===== config.mk =====
export PLATFORM = sky130hd
export DESIGN_NAME = ddr_app_arbiter
export DESIGN_NICKNAME = d
export VERILOG_FILES = /design/src/rtl/ddr_app_arbiter.sv
export SDC_FILE = /design/constraint.sdc
export NUM_CORES = 1
export LEC_CHECK = 0
export ABC_CLOCK_PERIOD_IN_PS = 3200
export CORE_AREA = 5 5 263 265
export DETAILED_ROUTE_END_ITERATION = 16
export DIE_AREA = 0 0 268 270
export MAX_ROUTING_LAYER = met4
export PLACE_DENSITY = 0.45
export SETUP_SLACK_MARGIN = 0.5
export SYNTH_ARGS = -nofsm -noshare
export SYNTH_HDL_FRONTEND = slang
export SYNTH_SLANG_ARGS = --single-unit
export TNS_END_PERCENT = 20

===== constraint.sdc =====
create_clock -name clk -period 3.2 [get_ports clk]
set_clock_uncertainty 0.05 [all_clocks]
set_input_delay 0.64 -clock clk [delete_from_list [all_inputs] [get_ports clk]]
set_output_delay 0.64 -clock clk [all_outputs]
set_load 0.05 [all_outputs]

===== src/rtl/ddr_app_arbiter.sv =====
// ddr_app_arbiter: round-robin arbitration of NUM_CH clients onto one DDR app port,
// with an in-order read tag FIFO that routes returned data back to the issuing client.
module ddr_app_arbiter #(
    parameter int NUM_CH = 4,
    parameter int APP_ADDR_WIDTH = 32,
    parameter int APP_DATA_WIDTH = 64,
    parameter int RD_DEPTH = 16,
    localparam int APP_MASK_WIDTH = APP_DATA_WIDTH / 8
) (
    input  logic                               clk,
    input  logic                               rst,
    input  logic [NUM_CH-1:0]                  ch_req,
    input  logic [NUM_CH-1:0]                  ch_we,
    input  logic [NUM_CH*APP_ADDR_WIDTH-1:0]   ch_addr,
    input  logic [NUM_CH*APP_DATA_WIDTH-1:0]   ch_wdata,
    input  logic [NUM_CH*APP_MASK_WIDTH-1:0]   ch_wmask,
    output logic [NUM_CH-1:0]                  ch_ack,
    output logic [NUM_CH-1:0]                  ch_rvalid,
    output logic [APP_DATA_WIDTH-1:0]          ch_rdata,
    output logic [APP_ADDR_WIDTH-1:0]          app_addr,
    output logic [2:0]                         app_cmd,
    output logic                               app_en,
    output logic [APP_DATA_WIDTH-1:0]          app_wdf_data,
    output logic                               app_wdf_end,
    output logic [APP_MASK_WIDTH-1:0]          app_wdf_mask,
    output logic                               app_wdf_wren,
    input  logic [APP_DATA_WIDTH-1:0]          app_rd_data,
    input  logic                               app_rd_data_valid,
    input  logic                               app_rdy,
    input  logic                               app_wdf_rdy,
    input  logic                               init_calib_complete,
    output logic                               rd_underflow
);
    localparam int CW = NUM_CH > 1 ? $clog2(NUM_CH) : 1;
    localparam int PW = $clog2(RD_DEPTH);

    typedef enum logic {IDLE, ISSUE} state_t;

    state_t state;
    logic [CW-1:0] ptr, cur_ch, gnt, idx;
    logic found, done, push, pop;
    logic [NUM_CH-1:0] elig;
    logic [CW-1:0] tag_mem [RD_DEPTH];
    logic [PW-1:0] wr_ptr, rd_ptr;
    logic [PW:0] cnt;

    assign elig = ch_req & (ch_we | {NUM_CH{cnt < (PW+1)'(RD_DEPTH)}});
    // Complete once every strobe raised for this command has seen its own ready.
    assign done = state == ISSUE && (!app_en || app_rdy) && (!app_wdf_wren || app_wdf_rdy);
    assign push = done && app_cmd[0];
    assign pop = app_rd_data_valid && cnt != '0;
    assign ch_ack = (done && !rst) ? NUM_CH'(1) << cur_ch : '0;

    always_comb begin
        gnt = '0;
        found = 1'b0;
        idx = '0;
        for (int i = 0; i < NUM_CH; i++) begin
            idx = CW'((int'(ptr) + i) % NUM_CH);
            if (!found && elig[idx]) begin
                found = 1'b1;
                gnt = idx;
            end
        end
    end

    always_ff @(posedge clk) begin
        if (rst) begin
            state <= IDLE;
            ptr <= '0;
            cur_ch <= '0;
            app_addr <= '0;
            app_cmd <= '0;
            app_en <= 1'b0;
            app_wdf_data <= '0;
            app_wdf_mask <= '0;
            app_wdf_wren <= 1'b0;
            app_wdf_end <= 1'b0;
            wr_ptr <= '0;
            rd_ptr <= '0;
            cnt <= '0;
            ch_rvalid <= '0;
            ch_rdata <= '0;
            rd_underflow <= 1'b0;
        end else begin
            if (state == IDLE) begin
                if (init_calib_complete && found) begin
                    state <= ISSUE;
                    ptr <= CW'((int'(gnt) + 1) % NUM_CH);
                    cur_ch <= gnt;
                    app_addr <= ch_addr[int'(gnt)*APP_ADDR_WIDTH +: APP_ADDR_WIDTH];
                    app_cmd <= ch_we[gnt] ? 3'b000 : 3'b001;
                    app_en <= 1'b1;
                    app_wdf_data <= ch_wdata[int'(gnt)*APP_DATA_WIDTH +: APP_DATA_WIDTH];
                    app_wdf_mask <= ch_wmask[int'(gnt)*APP_MASK_WIDTH +: APP_MASK_WIDTH];
                    app_wdf_wren <= ch_we[gnt];
                    app_wdf_end <= ch_we[gnt];
                end
            end else begin
                app_en <= app_en && !app_rdy;
                app_wdf_wren <= app_wdf_wren && !app_wdf_rdy;
                app_wdf_end <= app_wdf_wren && !app_wdf_rdy;
                state <= done ? IDLE : ISSUE;
            end
            wr_ptr <= wr_ptr + PW'(push);
            rd_ptr <= rd_ptr + PW'(pop);
            cnt <= cnt + (PW+1)'(push) - (PW+1)'(pop);
            ch_rvalid <= pop ? NUM_CH'(1) << tag_mem[rd_ptr] : '0;
            ch_rdata <= pop ? app_rd_data : ch_rdata;
            rd_underflow <= rd_underflow || (app_rd_data_valid && cnt == '0);
        end
    end

    always_ff @(posedge clk) begin
        if (push)
            tag_mem[wr_ptr] <= cur_ch;
    end
endmodule


==> metrics.cfg, run 1 <==
[run_status]
status=completed

[critical_path]
start_kind=flip-flop
crit_chain=buf_4 > clkdlybuf4s50_1
path_class=reg -> out
slowest_stage=clkdlybuf4s50_1
critPathLaunch=app_wdf_wren$_SDFFE_PP0P_
endpoint_kind=primary output
path_buf_inv=2
path_delay_family=buffers and inverters
arrival_ns=2.03
critPathMaxStageDelay_ns=0.83
rr_startpoint=cnt[3]$_SDFF_PP0_
worst-path-max-fanout=3
worstPathRequired_ns=2.51

[die]
initial_core_util_pct=16.39
die_h_um=270
fp-row-count=95
core_mm2=0.06656
die_area_mm2=0.07236
fp.dieW_um=268
io_pins=677

[timing]
hold_ws_ns=0.4022
drv_slew=0
slew_headroom_pct=45.75
worstMarginPinSlew_ns=0.8124
hold_viol=0
finalSetupTns_ns=0
fmax_ghz=0.3682
setup_violations=0
timing.final.crit_share_pct=84.87
timing.final.crit_period_ns=2.716
rsz0062_at_grt=yes

[power_and_ir_drop]
irDropWorstVdd_uv=422.1
power_w=0.01267
power.density_mw_per_mm2=636.3
p_leak_nw=7.832

[clock_network]
clock_path_buffers=3
clock_sinks=226
cts.clk_slew.worst_paths_ns=0.06
cts_htree_levels=1
cts_tree=built
hold_buffers=0
clk_latency_ns=0.59
cts_buffers=30
cts_root_buf=clkbuf_16
cts_setup_buffers=0

[global_route]
antenna_found_initial=8
grt_pass1_wl_um=75880
grt_usage_pct=14.18
overflow=0
grt_start_max_net_pins=67
grt_pass1_vias=11550

[final_layout]
area_delta_synth_final_pct=82.60
layout_commonest_cell=clkdlybuf4s50_1
fin_util_pct=29.92
layout_common_cells=clkdlybuf4s50_1, nand2_1, mux2i_1
drive_gt1_share_pct=10.08
nets=2246

[detailed_routing]
ant_nets=0
drt_iter0_drc=323
wl_per_cell_um=20.13
routed_wl_um=53250
vias=10790
first_pass_iters=5
drc=0
via_per_inst=4.080

[min_path]
min_path_type=reg -> reg
hp-start=ch_rdata[61]$_SDFFE_PP0P_

[synth]
ys_types=44
async_flop_share_pct=0
ys_ff_latch=226
synth_area_mm2=0.01091
synthFlopType=dfxtp_1
avgSynthCellArea_um2=10.10
ys_seq_area_share_pct=44.41
yosysWarnings=0
postSynthCellCount=1080
synth_edf_count=32

[placed_design]
gp_congestion=0.8424
dp.final_hpwl_um=42120
portBuffers=674

[flow_run]
maxCapViolations=0

-- synthesized netlist by cell type, drive strengths merged (2+ instances only) --
cell | instances | area, um2
buf | 47 | 286.5
or3 | 4 | 25.02
nor3 | 5 | 25.02
dfxtp | 194 | 3884
o221ai | 105 | 1232
a21o | 4 | 30.03
edfxtp | 32 | 960.9
xor2 | 3 | 26.28
o21ai | 2 | 10.01
and3 | 2 | 12.51
nor2 | 37 | 141.4
mux2i | 211 | 2112
nor4 | 2 | 12.51
nor2b | 6 | 37.54
xnor2 | 5 | 43.79
a211oi | 2 | 15.01
mux4 | 11 | 247.7
ha | 9 | 112.6
nand2 | 245 | 919.6
nand2b | 9 | 58.81
inv | 10 | 37.54
a21oi | 73 | 365.4
nand3 | 5 | 25.02
clkbuf | 44 | 166.4
-- worst register-to-register path, stage by stage (launching register included) --
cell and delay [ns]:
dfxtp_1 0.32, inv_1 0.08, ha_1 0.15, nor4b_4 0.20, nand2b_2 0.17, inv_2 0.04, nand2_1 0.13, o21ai_0 0.13
ha_1 0.23, fa_2 0.36, a21oi_1 0.15, nor2_1 0.06, or3_1 0.34, a21oi_1 0.13
-- flip-flops by register name, indices dropped and copies added, names as in the netlist, 2 cells and up --
name and cells:
app_addr 32, app_wdf_data 64, app_wdf_mask 8, ch_rdata 64, ch_rvalid 4, cnt 5
cur_ch 2, ptr 2, rd_ptr 4, tag_mem 32, wr_ptr 4
-- stage by stage --
step | std cells | instance area [um2] | setup WS [ns]
after global placement | 2583 | 18850 | 0.04234
after floorplan | 1081 | 10920 | 0.4389
after detailed placement | 2583 | 18850 | 0.02318
after global routing | 2644 | 19920 | 0.3978
after CTS | 2638 | 19850 | 0.4210
final | 2645 | 19920 | 0.4843
-- path summary, 6_finish.rpt --
path | to | slack [ns] | cells past startpoint
worst min register to register | ch_rdata[61]$_SDFFE_PP0P_ | 0.40 | 2
worst max-delay path | app_wdf_wren | 0.48 | 2
worst max register to register | cnt[4]$_SDFF_PP0_ | 0.59 | 13
worst min-delay path | ch_rdata[61]$_SDFFE_PP0P_ | 0.40 | 2
-- layout make-up --
type / instances / area, um2
clock buffer: 48 / 923.4
sequential: 226 / 4847
timing repair buffer: 720 / 7269
tap: 873 / 1092
clock inverter: 7 / 63.81
antenna: 7 / 17.52
multi-input combinational: 754 / 5667
fill: 6910 / 46650
inverter: 10 / 37.54
-- timing repair --
item / CTS / global route
endpoints found under the setup margin: 8 / 19
resized for setup: 4 / 11
pin swaps: 0 / 3
-- metal layers --
layer,vias up,GRT usage [%],part of all wire (%)
met5,-,-,0
met4,0,4.104,2.9
met3,67,4.591,8.7
met2,447,24.22,50
met1,5020,15.86,39
li1,5257,-,-
-- power breakdown --
part | switching, W | internal (W) | leakage (nW)
Sequential | 0.000321 | 0.00334 | 1.89
Combinational | 0.00328 | 0.00239 | 5.45
Clock | 0.00138 | 0.00197 | 0.489
Total | 0.00497 | 0.00770 | 7.83
-- cell families after synthesis --
kind of cell	synth area share, %
AOI/OAI and AO/OA	15.77
xor gates and xnor gates	0.6424
adders and majority gates	1.216
buffers and inverters	4.496
DFF	44.41
muxes	21.63
other	0.03438
and+or+nand+nor	11.79
Power figures use the tool's default switching activity.
==> run 2, diff against run 1 <==
--- a/config.mk
+++ b/config.mk
@@ -5,12 +5,12 @@
 export SDC_FILE = /design/constraint.sdc
 export NUM_CORES = 1
 export LEC_CHECK = 0
-export ABC_CLOCK_PERIOD_IN_PS = 3200
-export CORE_AREA = 5 5 263 265
+export ABC_CLOCK_PERIOD_IN_PS = 2390
+export CORE_AREA = 5 5 262 264
 export DETAILED_ROUTE_END_ITERATION = 16
-export DIE_AREA = 0 0 268 270
+export DIE_AREA = 0 0 267 269
 export MAX_ROUTING_LAYER = met4
-export PLACE_DENSITY = 0.45
+export PLACE_DENSITY = 0.47
 export SETUP_SLACK_MARGIN = 0.5
 export SYNTH_ARGS = -nofsm -noshare
 export SYNTH_HDL_FRONTEND = slang
==> constraint.sdc (replaced) <==
create_clock -name clk -period 2.39 [get_ports clk]
set_clock_uncertainty 0.05 [all_clocks]
set_input_delay 0.478 -clock clk [delete_from_list [all_inputs] [get_ports clk]]
set_output_delay 0.478 -clock clk [all_outputs]
set_load 0.05 [all_outputs]
==> metrics.cfg, run 2 (synthesized netlist as in run 1, its figures left out) <==
[run_status]
status=completed

[global_route]
use_met3_pct=4.480
grt_start_max_net_pins=77
antenna_found_initial=9
grt_usage_pct=13.91
overflow=0
grt_pass1_vias=11620
gr-usage-met2_pct=23.85
grtUsageMet1_pct=15.83
busiest_layer=met2
grt_pass1_wl_um=74490

[power_and_ir_drop]
irDropWorstVdd_uv=495.1
power.density_mw_per_mm2=858.2
p_leak_nw=8.333

[placed_design]
gp_congestion=0.8546
portBuffers=674
dp.final_hpwl_um=41570
dp.cells=2620
place_worst_setup_slack_ns=-0.5692

[critical_path]
worstPathRequired_ns=2.85
endpoint_kind=flip-flop
crit_chain=inv_2 > ha_4 > nor4b_4 > nand2b_4 > inv_4 > nand2_4 > o21ai_2 > ha_2 > fa_2 > a21oi_2 > nor2_2 > or3_1 > a21oi_1
start_kind=flip-flop
path_delay_family=simple AND/OR/NAND/NOR gates
slowest_stage=fa_2
r2r_slack_ns=0.003
worst-path-max-fanout=2
path_class=reg -> reg
critPathMaxStageDelay_ns=0.37
path_buf_inv=2
arrival_ns=2.85

[timing]
layout_setup_ws_ns=0.003487
worstMarginPinSlew_ns=0.8739
fmax_ghz=0.4190
finalSetupTns_ns=0
drv_slew=0
timing.final.crit_period_ns=2.387
hold_ws_ns=0.3378
rsz0062_at_grt=yes
setup_violations=0
timing.final.crit_share_pct=99.85
slew_headroom_pct=41.74
hold_viol=0

[detailed_routing]
vias=10960
drc=0
wl_per_cell_um=19.63
ant_nets=0
drt_iter0_drc=392
via_per_inst=4.069
routed_wl_um=52880
first_pass_iters=4

[min_path]
min_path_type=in -> reg

[die]
core_mm2=0.06633
die_area_mm2=0.07182
die_h_um=269
initial_core_util_pct=16.45
io_pins=677
fp.dieW_um=267
fp-row-count=95

[clock_network]
hold_buffers=0
clock_sinks=226
cts.clk_slew.worst_paths_ns=0.06
cts_buffers=31
cts_htree_levels=1
clk_latency_ns=0.58
cts_root_buf=clkbuf_16
cts_tree=built
clock_path_buffers=3

[final_layout]
area_delta_synth_final_pct=89.06
layout_commonest_cell=clkdlybuf4s50_1
drive_gt1_share_pct=23.48
nets=2295
fin_cells=2694
layout_common_cells=clkdlybuf4s50_1, nand2_1, mux2i_1
top_regs=app_wdf_data (64), ch_rdata (64)

[flow_run]
maxCapViolations=0

run 2: cell count changes in the layout (fill, tap and decap cells not counted), moves of 9 or more:
cell,before,now
buf_2,1,41
buf_4,35,70
clkdlybuf4s18_2,0,9
clkdlybuf4s15_2,0,122
buf_12,15,26
clkdlybuf4s50_1,667,490
run 2: path summary, 6_finish.rpt:
check / start / to / cells past startpoint
setup / recovery: cnt[2]$_SDFF_PP0_ / cnt[4]$_SDFF_PP0_ / 13
hold / removal: rst / cur_ch[0]$_SDFFE_PP0P_ / 3
setup reg to reg: cnt[2]$_SDFF_PP0_ / cnt[4]$_SDFF_PP0_ / 13
hold reg to reg: ch_rdata[34]$_SDFFE_PP0P_ / ch_rdata[34]$_SDFFE_PP0P_ / 2
run 2: layout make-up:
| type | instances | area [um2] |
|---|---|---|
| multi-input cells | 754 | 5743 |
| well taps | 873 | 1092 |
| repair buffers | 768 | 7771 |
| diodes | 7 | 17.52 |
| clock inverters | 10 | 190.2 |
| clock buffers | 46 | 912.1 |
| flip-flops and latches | 226 | 4856 |
| inverters | 10 | 40.04 |
| fillers | 6835 | 45700 |
run 2: timing repair:
action | CTS | global route
setup buffers | 6 | 3
resized for setup | 652 | 14
pin swaps | 10 | 14
gates cloned | 0 | 2
endpoints found under the setup margin | 366 | 223
run 2: stage by stage:
stage	cell area [um2]	total power (W)	util, %
2_1_floorplan	11010	0.009649	-
3_3_place_gp	19290	0.01279	29.09
3_5_place_dp	19290	0.01284	29.09
4_1_cts	20480	0.01793	30.88
5_1_grt	20620	0.01868	31.09
6_report	20620	0.01770	31.09
run 2: power breakdown:
group / internal, W / switching [W] / leakage (nW)
logic: 0.00338 / 0.00449 / 5.90
registers: 0.00448 / 0.000375 / 1.89
clock network: 0.00316 / 0.00181 / 0.544
run 2: worst reg2reg max path, cell delays in order, from the launching register on:
cell	delay [ns]
dfxtp_2	0.32
inv_2	0.07
ha_4	0.13
nor4b_4	0.19
nand2b_4	0.19
inv_4	0.04
nand2_4	0.06
o21ai_2	0.05
ha_2	0.19
fa_2	0.37
a21oi_2	0.15
nor2_2	0.05
or3_1	0.34
a21oi_1	0.12
run 2: layer usage:
layer | part of all wire (%) | wire length, um
met5 | 0 | 0
met3 | 8.5 | 4499
met4 | 2.3 | 1202
met1 | 40 | 20910
met2 | 50 | 26260
==> run 3, diff against run 2 <==
--- a/config.mk
+++ b/config.mk
@@ -9,6 +9,7 @@
 export CORE_AREA = 5 5 262 264
 export DETAILED_ROUTE_END_ITERATION = 16
 export DIE_AREA = 0 0 267 269
+export HOLD_SLACK_MARGIN = 0.03
 export MAX_ROUTING_LAYER = met4
 export PLACE_DENSITY = 0.47
 export SETUP_SLACK_MARGIN = 0.5
==> results of run 3 <==
No change in the layout: final DEF, timing and power equal those of run 2.
